`config.mk`:
```
export PLATFORM = sky130hd
export DESIGN_NAME = ptw_mem_arbiter
export DESIGN_NICKNAME = d
export VERILOG_FILES = /design/src/rtl/ptw_mem_arbiter_pkg.sv /design/src/rtl/ptw_mem_arbiter_pick.sv /design/src/rtl/ptw_mem_arbiter.sv
export SDC_FILE = /design/constraint.sdc
export NUM_CORES = 1
export LEC_CHECK = 0
export ABC_AREA = 0
export CAP_MARGIN = 40
export CORE_AREA = 2 2 130 132
export DETAILED_ROUTE_END_ITERATION = 8
export DIE_AREA = 0 0 132 134
export GPL_ROUTABILITY_DRIVEN = 0
export PLACE_DENSITY = 0.66
export RECOVER_POWER = 100
export SYNTH_ARGS = -nofsm -noshare
export SYNTH_HDL_FRONTEND = slang
export SYNTH_SLANG_ARGS = --single-unit
```
`constraint.sdc`:
```
create_clock -name clk -period 3.1 [get_ports clk]
set_input_delay 0.93 -clock clk [delete_from_list [all_inputs] [get_ports clk]]
set_output_delay 0.93 -clock clk [all_outputs]
set_load 0.05 [all_outputs]
```
`src/rtl/ptw_mem_arbiter_pkg.sv`:
```
// Shared constants for the page-table-walker / LSU memory port arbiter:
// FSM state encodings, requester indices and pipeline flush codes.
package ptw_mem_arbiter_pkg;

    localparam logic [1:0] ARB_IDLE  = 2'd0;
    localparam logic [1:0] ARB_BUSY  = 2'd1;
    localparam logic [1:0] ARB_RESP  = 2'd2;
    localparam logic [1:0] ARB_DRAIN = 2'd3;

    localparam int REQ_DMMU = 0;
    localparam int REQ_IMMU = 1;
    localparam int REQ_LSU  = 2;

    // Hazard codes shared with the instruction pipeline.
    localparam logic [3:0] FLUSH_NONE   = 4'h0;
    localparam logic [3:0] FLUSH_ALL    = 4'h1;
    localparam logic [3:0] FLUSH_EXCEPT = 4'h2;

    function automatic logic is_flush(input logic [3:0] hazard);
        return (hazard == FLUSH_ALL) || (hazard == FLUSH_EXCEPT);
    endfunction

endpackage

```
`src/rtl/ptw_mem_arbiter_pick.sv`:
```
// Combinational winner selector: fixed priority with starvation override, or
// round-robin from a pointer when ARB_ROUND_ROBIN_EN is defined.
module ptw_mem_arbiter_pick
    import ptw_mem_arbiter_pkg::*;
#(
    parameter int N_REQ = 3,
`ifdef ARB_ROUND_ROBIN_EN
    parameter int IDX_W = 2
`else
    parameter int STARVE_MAX = 15
`endif
) (
    input  logic [N_REQ-1:0]   req_en,
`ifdef ARB_ROUND_ROBIN_EN
    input  logic [IDX_W-1:0]   rr_ptr,
`else
    input  logic [N_REQ*4-1:0] starve_cnt,
`endif
    output logic [N_REQ-1:0]   grant,
    output logic               valid
);

    logic found;

`ifdef ARB_ROUND_ROBIN_EN
    int idx;

    always_comb begin
        grant = '0;
        found = 1'b0;
        idx   = 0;
        for (int k = 0; k < N_REQ; k++) begin
            idx = int'(rr_ptr) + k;
            if (idx >= N_REQ) idx = idx - N_REQ;
            if (req_en[idx] && !found) begin
                grant[idx] = 1'b1;
                found      = 1'b1;
            end
        end
        valid = |req_en;
    end
`else
    localparam logic [3:0] STARVE_LIM = 4'(STARVE_MAX);

    logic [N_REQ-1:0] starved;

    // A starved requester beats plain priority; lowest index breaks ties.
    always_comb begin
        grant = '0;
        found = 1'b0;
        for (int i = 0; i < N_REQ; i++)
            starved[i] = req_en[i] && (starve_cnt[i*4 +: 4] == STARVE_LIM);
        for (int i = 0; i < N_REQ; i++) begin
            if (starved[i] && !found) begin
                grant[i] = 1'b1;
                found    = 1'b1;
            end
        end
        for (int i = 0; i < N_REQ; i++) begin
            if (req_en[i] && !found) begin
                grant[i] = 1'b1;
                found    = 1'b1;
            end
        end
        valid = |req_en;
    end
`endif

endmodule

```
`src/rtl/ptw_mem_arbiter.sv`:
```
// Single-outstanding arbiter sharing the memory port between D-MMU, I-MMU and
// LSU, with flush draining. ARB_ROUND_ROBIN_EN selects round-robin arbitration.
module ptw_mem_arbiter
    import ptw_mem_arbiter_pkg::*;
#(
    parameter int N_REQ      = 3,
    parameter int ADDR_W     = 32,
    parameter int STARVE_MAX = 15
) (
    input  logic                    clk,
    input  logic                    rst,
    input  logic [3:0]              hazard_signal,
    input  logic [N_REQ-1:0]        req_en,
    input  logic [N_REQ*ADDR_W-1:0] req_addr,
    input  logic [N_REQ-1:0]        req_we,
    input  logic [N_REQ*32-1:0]     req_wdata,
    output logic [N_REQ-1:0]        req_resolved,
    output logic [31:0]             req_word,
    output logic                    mem_req,
    output logic [ADDR_W-1:0]       mem_addr,
    output logic                    mem_we,
    output logic [31:0]             mem_wdata,
    input  logic                    mem_ack,
    input  logic [31:0]             mem_rdata,
    output logic                    arb_busy
);

    localparam int IDX_W = (N_REQ > 1) ? $clog2(N_REQ) : 1;

    logic [1:0]       state_q, state_d;
    logic [IDX_W-1:0] grant_q, win_idx;
    logic [N_REQ-1:0] pick_grant;
    logic             pick_valid, flush, take_grant, resp_fire;

    assign flush      = is_flush(hazard_signal);
    assign take_grant = (state_q == ARB_IDLE) && !flush && pick_valid;
    assign resp_fire  = (state_q == ARB_BUSY) && mem_ack && !flush;

`ifdef ARB_ROUND_ROBIN_EN
    logic [IDX_W-1:0] rr_ptr;

    ptw_mem_arbiter_pick #(.N_REQ(N_REQ), .IDX_W(IDX_W)) u_pick (
        .req_en (req_en),
        .rr_ptr (rr_ptr),
        .grant  (pick_grant),
        .valid  (pick_valid)
    );

    always_ff @(posedge clk) begin
        if (rst)
            rr_ptr <= '0;
        else if (take_grant)
            rr_ptr <= (int'(win_idx) == N_REQ - 1) ? '0 : win_idx + 1'b1;
    end
`else
    localparam logic [3:0] STARVE_LIM = 4'(STARVE_MAX);

    logic [N_REQ*4-1:0] starve_cnt;

    ptw_mem_arbiter_pick #(.N_REQ(N_REQ), .STARVE_MAX(STARVE_MAX)) u_pick (
        .req_en     (req_en),
        .starve_cnt (starve_cnt),
        .grant      (pick_grant),
        .valid      (pick_valid)
    );

    always_ff @(posedge clk) begin
        if (rst) begin
            starve_cnt <= '0;
        end else begin
            for (int i = 0; i < N_REQ; i++) begin
                if (!req_en[i])
                    starve_cnt[i*4 +: 4] <= 4'd0;
                else if (take_grant) begin
                    if (pick_grant[i])
                        starve_cnt[i*4 +: 4] <= 4'd0;
                    else if (starve_cnt[i*4 +: 4] != STARVE_LIM)
                        starve_cnt[i*4 +: 4] <= starve_cnt[i*4 +: 4] + 4'd1;
                end
            end
        end
    end
`endif

    always_comb begin
        win_idx = '0;
        for (int i = 0; i < N_REQ; i++)
            if (pick_grant[i]) win_idx = IDX_W'(i);
    end

    always_comb begin
        state_d = state_q;
        case (state_q)
            ARB_IDLE:  if (take_grant) state_d = ARB_BUSY;
            ARB_BUSY: begin
                if (mem_ack)    state_d = ARB_RESP;
                else if (flush) state_d = ARB_DRAIN;
            end
            ARB_RESP:  state_d = ARB_IDLE;
            ARB_DRAIN: if (mem_ack) state_d = ARB_IDLE;
            default:   state_d = ARB_IDLE;
        endcase
    end

    // Memory-side outputs follow the next state so they are registered yet
    // assert in the first BUSY cycle; latched values hold until the next grant.
    always_ff @(posedge clk) begin
        if (rst) begin
            state_q   <= ARB_IDLE;
            grant_q   <= '0;
            mem_req   <= 1'b0;
            mem_addr  <= '0;
            mem_we    <= 1'b0;
            mem_wdata <= '0;
            arb_busy  <= 1'b0;
        end else begin
            state_q  <= state_d;
            mem_req  <= (state_d == ARB_BUSY) || (state_d == ARB_DRAIN);
            arb_busy <= (state_d != ARB_IDLE);
            if (take_grant) begin
                grant_q   <= win_idx;
                mem_addr  <= req_addr[int'(win_idx)*ADDR_W +: ADDR_W];
                mem_we    <= req_we[win_idx];
                mem_wdata <= req_wdata[int'(win_idx)*32 +: 32];
            end
        end
    end

    always_comb begin
        for (int i = 0; i < N_REQ; i++)
            req_resolved[i] = resp_fire && (grant_q == IDX_W'(i));
        req_word = resp_fire ? mem_rdata : 32'h0;
    end

endmodule
```
Yosys cells after proc, flatten, opt, wreduce, memory -nomap -nowiden

Cells that the tools add are included.

Add/sub/neg operators: 3
$lt $le $gt $ge: 1
Eq/ne operators: 15
Shifts and indexed selects: 2
Muxes and demuxes: 26
Bitwise gates (word level): 3
Reduce and logical (&&, ||, !) cells: 36

Operators with widths:

| cell                | count |
|---|---|
| $shiftx 96x8->32    | 2 |
| $mux 32             | 1 |
| $mux 4              | 6 |
| $logic_and 1x1->1   | 15 |
| $add 4x1->4 const B | 3 |
| $eq 4x4->1 const B  | 3 |
| $mux 1              | 12 |
| $ne 4x4->1 const B  | 3 |
| $mux 2              | 5 |
| $eq 2x2->1 const B  | 4 |
| $pmux 2 s4          | 1 |
| $reduce_bool 2->1   | 4 |
| $eq 2x1->1 const B  | 3 |
| $logic_not 1->1     | 6 |
| $reduce_and 2->1    | 3 |
| $reduce_or 2->1     | 3 |
| $eq 4x1->1 const B  | 1 |
| $eq 4x2->1 const B  | 1 |
| $logic_not 2->1     | 2 |
| $lt 2x3->1 const B  | 1 |
| $not 1->1           | 3 |
| $reduce_or 3->1     | 1 |
| $bmux 1 s2          | 1 |
| $logic_or 1x1->1    | 2 |

Register bits: 83
Input bits: 237
Output and inout port bits: 102
Word-level logic and storage cells: 96

Longest topological paths before layout

Gate-level depths: netlist of run 1.

Depth after elaboration: 21
Mapped depth: 9
Gate-level depth less buffers: 6

By module

Synthesis of run 1 repeated with hierarchy kept, for this count alone.

Cells, all modules: 654
Area, all modules: 4,695.8 µm²

Modules (own cells, without submodules):

| module               | instances | cells each | area an instance (µm²) |
|---|---|---|---|
| ptw_mem_arbiter      | 1         | 638        | 4,605.7 |
| ptw_mem_arbiter_pick | 1         | 16         | 90.1 |

Worst setup path before layout of run 1

No wires, ideal clock.

Path type: in2out
From: input hazard_signal[3]
To: output req_resolved[2]
Data arrival time: 2,662 ps
Required time: 2,170 ps
Path slack: -492 ps
Stages: 4
Path through: or2_0 o21ba_2 nand3_1 nor3b_1

Cells in the longest elaborated chain, start to end: 5
Elaborated cells on any way between the ends: 6

Ends and longest elaborated chain:

| element                                  | line                      | RTL |
|---|---|---|
| start: declaration                       | ptw_mem_arbiter.sv:12     | `input logic [3:0] hazard_signal,` |
| $eq 4x1->1 or $eq 4x2->1 (tied branches) | ptw_mem_arbiter_pkg.sv:20 | `return (hazard == FLUSH_ALL) \|\| (hazard == FLUSH_EXCEPT);` |
| $logic_or 1x1->1 (*)                     | ptw_mem_arbiter_pkg.sv:20 |  |
| $logic_not 1->1 (*)                      | ptw_mem_arbiter.sv:37     | `assign resp_fire = (state_q == ARB_BUSY) && mem_ack && !flush;` |
| $logic_and 1x1->1 (*)                    | ptw_mem_arbiter.sv:37     |  |
| $logic_and 1x1->1 (*)                    | ptw_mem_arbiter.sv:131    | `req_resolved[i] = resp_fire && (grant_q == IDX_W'(i));` |
| end: declaration                         | ptw_mem_arbiter.sv:17     | `output logic [N_REQ-1:0] req_resolved,` |

Mark *: on every way between the ends. The rest lies on a longest branch, timed or not.

Final worst setup path of run 1

From: input hazard_signal[2]
To: output req_word[30]

Cells in the longest elaborated chain, start to end: 5
Elaborated cells on any way between the ends: 6

Ends and longest elaborated chain:

| element                                  | line                      | RTL |
|---|---|---|
| $eq 4x1->1 or $eq 4x2->1 (tied branches) | ptw_mem_arbiter_pkg.sv:20 |  |
| $logic_or 1x1->1 (*)                     | ptw_mem_arbiter_pkg.sv:20 |  |
| $logic_not 1->1 (*)                      | ptw_mem_arbiter.sv:37     |  |
| $logic_and 1x1->1 (*)                    | ptw_mem_arbiter.sv:37     |  |
| $mux 32 (*)                              | ptw_mem_arbiter.sv:132    | `req_word = resp_fire ? mem_rdata : 32'h0;` |
| end: declaration                         | ptw_mem_arbiter.sv:18     | `output logic [31:0] req_word,` |

Marks and branches as above.

==> results of run 1 <==
==> power groups by stage <==
stage	logic [uW]	clock network [uW]	registers (uW)
3_5_place_dp	1450	0	1250
4_1_cts	1480	1250	1240
2_1_floorplan	376	0	1620
6_report	1380	1210	1230
3_3_place_gp	1440	0	1250
5_1_grt	1450	1290	1240
==> layout make-up <==
type	count	area [sq um]
multi-input combinational	326	2430
sequential	82	1640
clock inverter	5	104
fill	1450	7750
tap	220	275
clock buffer	10	229
timing repair buffer	357	3860
==> flip-flops by register name, indices dropped and copies added, names as in the netlist <==
name,flops
mem_addr,32
mem_wdata,32
starve_cnt,12
grant_q,2
arb_busy,1
mem_req,1
mem_we,1
state_q,1
==> per-stage QoR <==
| step | std cells | area, sq um | setup WS, ns | hold WS (ns) |
|---|---|---|---|---|
| 5_1_grt | 1000 | 8540 | 0.00746 | 0.497 |
| 2_1_floorplan | 440 | 4250 | -0.0529 | 0.449 |
| 3_5_place_dp | 980 | 8270 | -0.385 | 0.470 |
| 4_1_cts | 1000 | 8710 | 0.0000442 | 0.483 |
| 6_report | 1000 | 8540 | 0.0483 | 0.469 |
| 3_3_place_gp | 980 | 8270 | -0.361 | 0.458 |
==> cells in the final DEF, fill, tap and decap left out, types with 4 or more instances in the layout <==
| master | Yosys | layout |
|---|---|---|
| clkdlybuf4s50_1 | 0 | 229 |
| dfxtp_1 | 82 | 82 |
| dlygate4sd3_1 | 0 | 69 |
| mux2i_1 | 66 | 66 |
| a22oi_1 | 65 | 65 |
| o21ai_0 | 23 | 59 |
| buf_12 | 0 | 35 |
| and2_1 | 32 | 20 |
| a21oi_1 | 13 | 13 |
| and2_4 | 0 | 12 |
| clkbuf_16 | 0 | 9 |
| o21ai_2 | 10 | 8 |
| buf_4 | 2 | 8 |
| nor2_1 | 8 | 7 |
| o21ai_1 | 41 | 7 |
| nand2_1 | 7 | 7 |
| nand3_1 | 7 | 6 |
| nand4_1 | 5 | 5 |
| and3_4 | 0 | 4 |
| clkbuf_2 | 0 | 4 |
| buf_6 | 9 | 4 |
==> final timing paths <==
| check | from | to |
|---|---|---|
| max | hazard_signal[2] | req_word[30] |
| min | mem_addr[7]$_SDFFE_PP0P_ | mem_addr[7]$_SDFFE_PP0P_ |
| max reg2reg | starve_cnt[8]$_SDFFE_PP0P_ | mem_addr[7]$_SDFFE_PP0P_ |
| min reg2reg | mem_addr[7]$_SDFFE_PP0P_ | mem_addr[7]$_SDFFE_PP0P_ |
==> cells by family (layout without fill, tap and decap cells) <==
family                     count (synthesis)  in the layout  share of synthesized area, %
AOI/OAI and AO/OA                        163            163                          25.3
xor gates and xnor gates                   1              1                         0.387
adders and majority gates                  3              3                         0.894
buffers and inverters                     35            372                          5.45
DFF                                       82             82                          39.1
muxes                                     67             67                          16.0
and+or+nand+nor                           89             92                          12.9
==> per-layer routing <==
metal	vias to the layer above	GRT usage, %	wire length (um)
li1	2333	-	-
met1	2236	20.5	6710
met2	259	33.9	8630
met3	35	5.29	1400
met4	0	8.45	544
met5	-	0	0
==> worst register-to-register path: stages, from the launching register on <==
cell      delay [ns]
dfxtp_1         0.38
ha_1            0.24
nand4_1         0.18
nand3b_1        0.20
a21o_4          0.25
clkbuf_2        0.47
mux2i_1         0.30
o21ai_0         0.09
==> repair_timing <==
item	4_1_cts	5_1_grt
pin swaps	31	9
endpoints found under the hold margin	0	0
buffers inserted	3	0
hold buffers	0	0
gates resized for setup	52	5
setup endpoints to repair	35	35
cloned	3	0
==> key figures, run 1 <==
Run status
  • Status: completed

Worst setup path
  • Critical Path, Cell by Cell: clkdlybuf4s15_1 > or2_4 > o21ba_4 > and3_4 > and2_1 > buf_12
  • Crit Path Class: input port to primary output
  • Crit end category: primary output
  • Crit-path max FO: 8
  • CP Data Arrival Time: 2.12 ns
  • Buffers and inverters on the worst path: 2
  • CP required: 2.17 ns
  • Levels on crit path: 6
  • Crit-path leading delay family: simple AND/OR/NAND/NOR gates
  • R2r worst-path depth: 7
  • Register-to-register setup slack: 0.87 ns
  • Startpoint types: input port
  • Critical-path top delay cell: o21ba_4
  • Max incr delay on CP: 0.24 ns

Detailed routing
  • WL final: 17300 um
  • Vias per cell: 4.86
  • DRC: 0
  • First-pass DRT Iterations: 4
  • Routed vias: 4863
  • Detail Route Antenna Nets: 0
  • 1st-iter DRT viols: 200
  • Routed len/inst: 17.3 um

Global routing
  • Vias in the first global route: 4949
  • Overall Global Routing Usage: 18.8%
  • Global route total overflow: 0
  • Largest net degree at the start of global routing: 66
  • Global-route wire length before repair: 26400 um
  • Antenna violations before repair: 0

Timing
  • Clock skew after layout: 0.0116 ns
  • Tmin final: 3.05 ns
  • Final Hold Viols: 0
  • FMAX: 328 MHz
  • Max_slew headroom: 60.5%
  • Setup TNS: 0 ns
  • Final Cycle Share: 98.4%
  • RSZ-0062 raised after global routing: no
  • Worst-Margin Slew: 0.590 ns
  • Final slew viol count: 0
  • Final setup viols: 0

Power
  • Peak VDD IR: 0.243 mV
  • Pwr/cell area: 447 nW/um^2
  • Leak pwr: 0.00358 uW
  • Total Power: 3820 uW
  • Net switching power: 1260 uW
  • Pint: 2560 uW
  • Combinational Power Share: 36.1%
  • Reg power frac: 32.2%
  • Clock network fraction of total power: 31.7%
  • Switching share of power: 32.9%

Floorplan
  • Die area: 17700 sq um
  • Row count: 47
  • Die width: 132 um
  • Die H: 134 um
  • Initial core utilization: 25.8%
  • I/O pins: 339
  • Core footprint: 16300 sq um

Cells and area
  • Diode count: 0
  • Fin util: 52.4%
  • Layout cells sized above 1: 14.1%
  • Area delta synth->final: 103%
  • # nets final: 1016

Clock network
  • Max Buffers Root-to-Sink: 2
  • Total CTS buffers: 9
  • Clk slew on worst S/H paths: 0.06 ns
  • # H-tree levels: 3
  • CTS tree: yes
  • Clock Latency Late Sink: 0.34 ns
  • Root Driver: clkbuf_16
  • Clock tree sinks: 82

Worst hold path
  • Hold/Removal Path Class: flop to flop
  • Cell depth of the worst hold path: 2

Yosys
  • Most frequent cell after synthesis: dfxtp_1
  • Mapped Area: 4200 sq um
  • Yosys top cell area share: 39.1%
  • Post-Syn Nets: 680
  • Largest area contributor in the netlist: dfxtp_1
  • Prevailing post-synth register cell: dfxtp_1
  • Seq/Total Area, Yosys: 39.1%
  • Synthesized flop and latch total: 82
  • Mapped Cells: 440
  • Number of synthesis warnings: 0
  • Synth cell types: 45
  • Synth async-reset ratio: 0%
  • Avg Inst Size Synth: 9.54 sq um
  • Synth area leaders: dfxtp_1 (39%), mux2i_1 (16%), a22oi_1 (12%)
  • Post-synth top cells: dfxtp_1 (82), mux2i_1 (66), a22oi_1 (65)
  • Post-synth EDFFs: 0

Job
  • Max-Cap Viols: 0

Place
  • IO buf count: 338
  • HPWL after DPL: 13600 um
Power figures use the tool's default switching activity.
==> inputs of run 2 (changes only) <==
Settings changed: SETUP_SLACK_MARGIN set to 0.5.
==> run 2 against run 1 <==
  * Die area stayed put
  * Clock power about the same
  * Sequential cell count is the same
  * Largest power group unchanged
  * Critical endpoint is now req_word[13]
  * Maximum frequency rose by 0.87%
  * Worst setup slack improved by 0.026 ns
  * Clock skew is 0.0070 ns lower
  * Register-to-register slack hardly changed
  * Hold slack is essentially flat
  * Total power up 0.90%
  * Count of clock-buffer cells in the layout is the same
  * Sequential power about the same
==> key figures, run 2 (same netlist as run 1, synthesis figures left out) <==
Cells and area
  • Layout cells sized above 1: 15.3% (+1.2 points)
  • Most frequent cells in the layout: clkdlybuf4s50_1 (228), dfxtp_1 (82), mux2i_1 (66), dlygate4sd3_1 (66), a22oi_1 (65)
  • Final instance area: 8590 sq um (+0.63%)
  • Commonest non-fill, non-tap cell in the layout: clkdlybuf4s50_1
  • # nets final: 1016 (unchanged)
  • Area delta synth->final: 105%
  • Largest regs: mem_addr (32), mem_wdata (32), starve_cnt (12)
  • Diode count: 0 (unchanged)

Worst setup path
  • CP required: 2.17 ns (about the same)
  • Crit end category: primary output
  • Startpoint types: input port
  • Crit-path max FO: 8 (unchanged)
  • Crit Path Class: input port to primary output
  • CP Data Arrival Time: 2.10 ns (-0.02 ns)

Power
  • Pwr/cell area: 448 nW/um^2 (+0.26%)
  • Peak VDD IR: 0.217 mV (-11%)
  • Leak pwr: 0.00360 uW (+0.74%)
  • Total Power: 3850 uW (+0.90%)

Clock network
  • Total CTS buffers: 9 (unchanged)
  • Clock Latency Late Sink: 0.34 ns (about the same)
  • # H-tree levels: 3 (unchanged)
  • Cts hold-fix bufs: 0 (unchanged)
  • Root Driver: clkbuf_16
  • Clock tree sinks: 82 (unchanged)
  • Clk slew on worst S/H paths: 0.06 ns (about the same)
  • CTS tree: yes
  • Max Buffers Root-to-Sink: 2 (unchanged)

Timing
  • Final Hold Slack: 0.469 ns (-0.000113 ns)
  • Final Cycle Share: 97.6% (-0.85 points)
  • Clock skew after layout: 0.00460 ns (-0.00700 ns)
  • RSZ-0062 raised after global routing: yes
  • Worst-Margin Slew: 0.676 ns (+0.0856 ns)
  • Tmin final: 3.03 ns (-0.0263 ns)
  • Final slew viol count: 0 (unchanged)
  • FMAX: 331 MHz (+0.87%)
  • Final setup viols: 0 (unchanged)
  • Final Hold Viols: 0 (unchanged)
  • PnR worst setup slack: 0.0747 ns (+0.0263 ns)
  • Max_slew headroom: 55.0% (-5.6 points)

Global routing
  • Antenna violations before repair: 0 (unchanged)
  • Global-route wire length before repair: 27700 um (+4.8%)
  • Busiest grt layer: met2
  • Global route total overflow: 0 (unchanged)
  • Largest net degree at the start of global routing: 43 (-35%)
  • Vias in the first global route: 5116 (+3.4%)
  • Overall Global Routing Usage: 20.1% (+1.3 points)
  • Met1 usage: 21.1% (+0.54 points)
  • Met3 Track Usage GR: 5.78% (+0.49 points)
  • Met2 Track Usage GR: 37.1% (+3.2 points)

Place
  • IO buf count: 338 (unchanged)
  • Dpl ws: -0.417 ns (-0.0314 ns)
  • HPWL after DPL: 14000 um (+3.1%)
  • Dpl cell area: 8330 sq um (+0.65%)

Floorplan
  • Die area: 17700 sq um (unchanged)
  • Die H: 134 um (unchanged)
  • Die width: 132 um (unchanged)
  • Initial core utilization: 25.8% (unchanged)
  • I/O pins: 339 (unchanged)
  • Core footprint: 16300 sq um (unchanged)
  • Row count: 47 (unchanged)

Detailed routing
  • First-pass DRT Iterations: 5 (+1)
  • WL final: 17900 um (+3.7%)
  • Vias per cell: 4.92 (+1.1%)
  • Detail Route Antenna Nets: 0 (unchanged)
  • DRC: 0 (unchanged)
  • Routed len/inst: 17.9 um (+3.7%)
  • 1st-iter DRT viols: 213 (+6.5%)
  • Routed vias: 4917 (+1.1%)

Job
  • Max-Cap Viols: 0 (unchanged)

Run status
  • Status: completed

Worst hold path
  • Hold/Removal Path Class: flop to flop
-- run 2: worst max-delay path: stages --
cell and delay (ns):
buf_6 0.09, or2_4 0.25, o21ba_4 0.26, and3_4 0.22, and2_1 0.18, buf_12 0.16
-- run 2: repair_timing --
item	CTS	global route
gates cloned	3	0
setup endpoints to repair	37	100
resized for setup	28	4
pin swaps	7	6
buffers inserted	2	1
-- run 2: stage by stage --
step | cells | setup TNS, ns | utilization [%]
final | 1000 | 0 | 52.8
after global placement | 979 | -12.54 | 51.1
after CTS | 999 | 0 | 53.5
after floorplan | 440 | 0 | -
after detailed placement | 979 | -13.36 | 51.1
after global routing | 1000 | 0 | 52.8
-- run 2: cell type report --
| type | instances | area [sq um] |
|---|---|---|
| Timing Repair Buffer | 357 | 3870 |
| Fill cell | 1468 | 7690 |
| Clock inverter | 5 | 103 |
| Tap cell | 220 | 275 |
| Multi-Input combinational cell | 326 | 2460 |
| Sequential cell | 82 | 1640 |
| Clock buffer | 10 | 239 |
-- run 2: per-layer routing --
metal	share of wire (%)	up-vias	wire, um
met5	0	-	0
met4	2.8	0	501
met2	53	260	9420
met3	8.1	26	1450
met1	37	2296	6550
li1	-	2335	-
-- run 2: path summary, 6_finish.rpt --
| kind | start | endpoint | slack (ns) | cells past startpoint |
|---|---|---|---|---|
| setup / recovery | hazard_signal[3] | req_word[13] | 0.07 | 6 |
| hold / removal | mem_addr[21]$_SDFFE_PP0P_ | mem_addr[21]$_SDFFE_PP0P_ | 0.47 | 2 |
| setup reg to reg | starve_cnt[8]$_SDFFE_PP0P_ | mem_wdata[4]$_SDFFE_PP0P_ | 0.86 | 7 |
| hold reg to reg | mem_addr[21]$_SDFFE_PP0P_ | mem_addr[21]$_SDFFE_PP0P_ | 0.47 | 2 |
-- run 2: power breakdown --
group	total (uW)	leakage (uW)	internal, uW	switching (uW)
logic	1400	0.00276	620	776
clock network	1230	0.000165	802	423
registers	1230	0.000675	1170	63.0
total	3850	0.00360	2590	1260
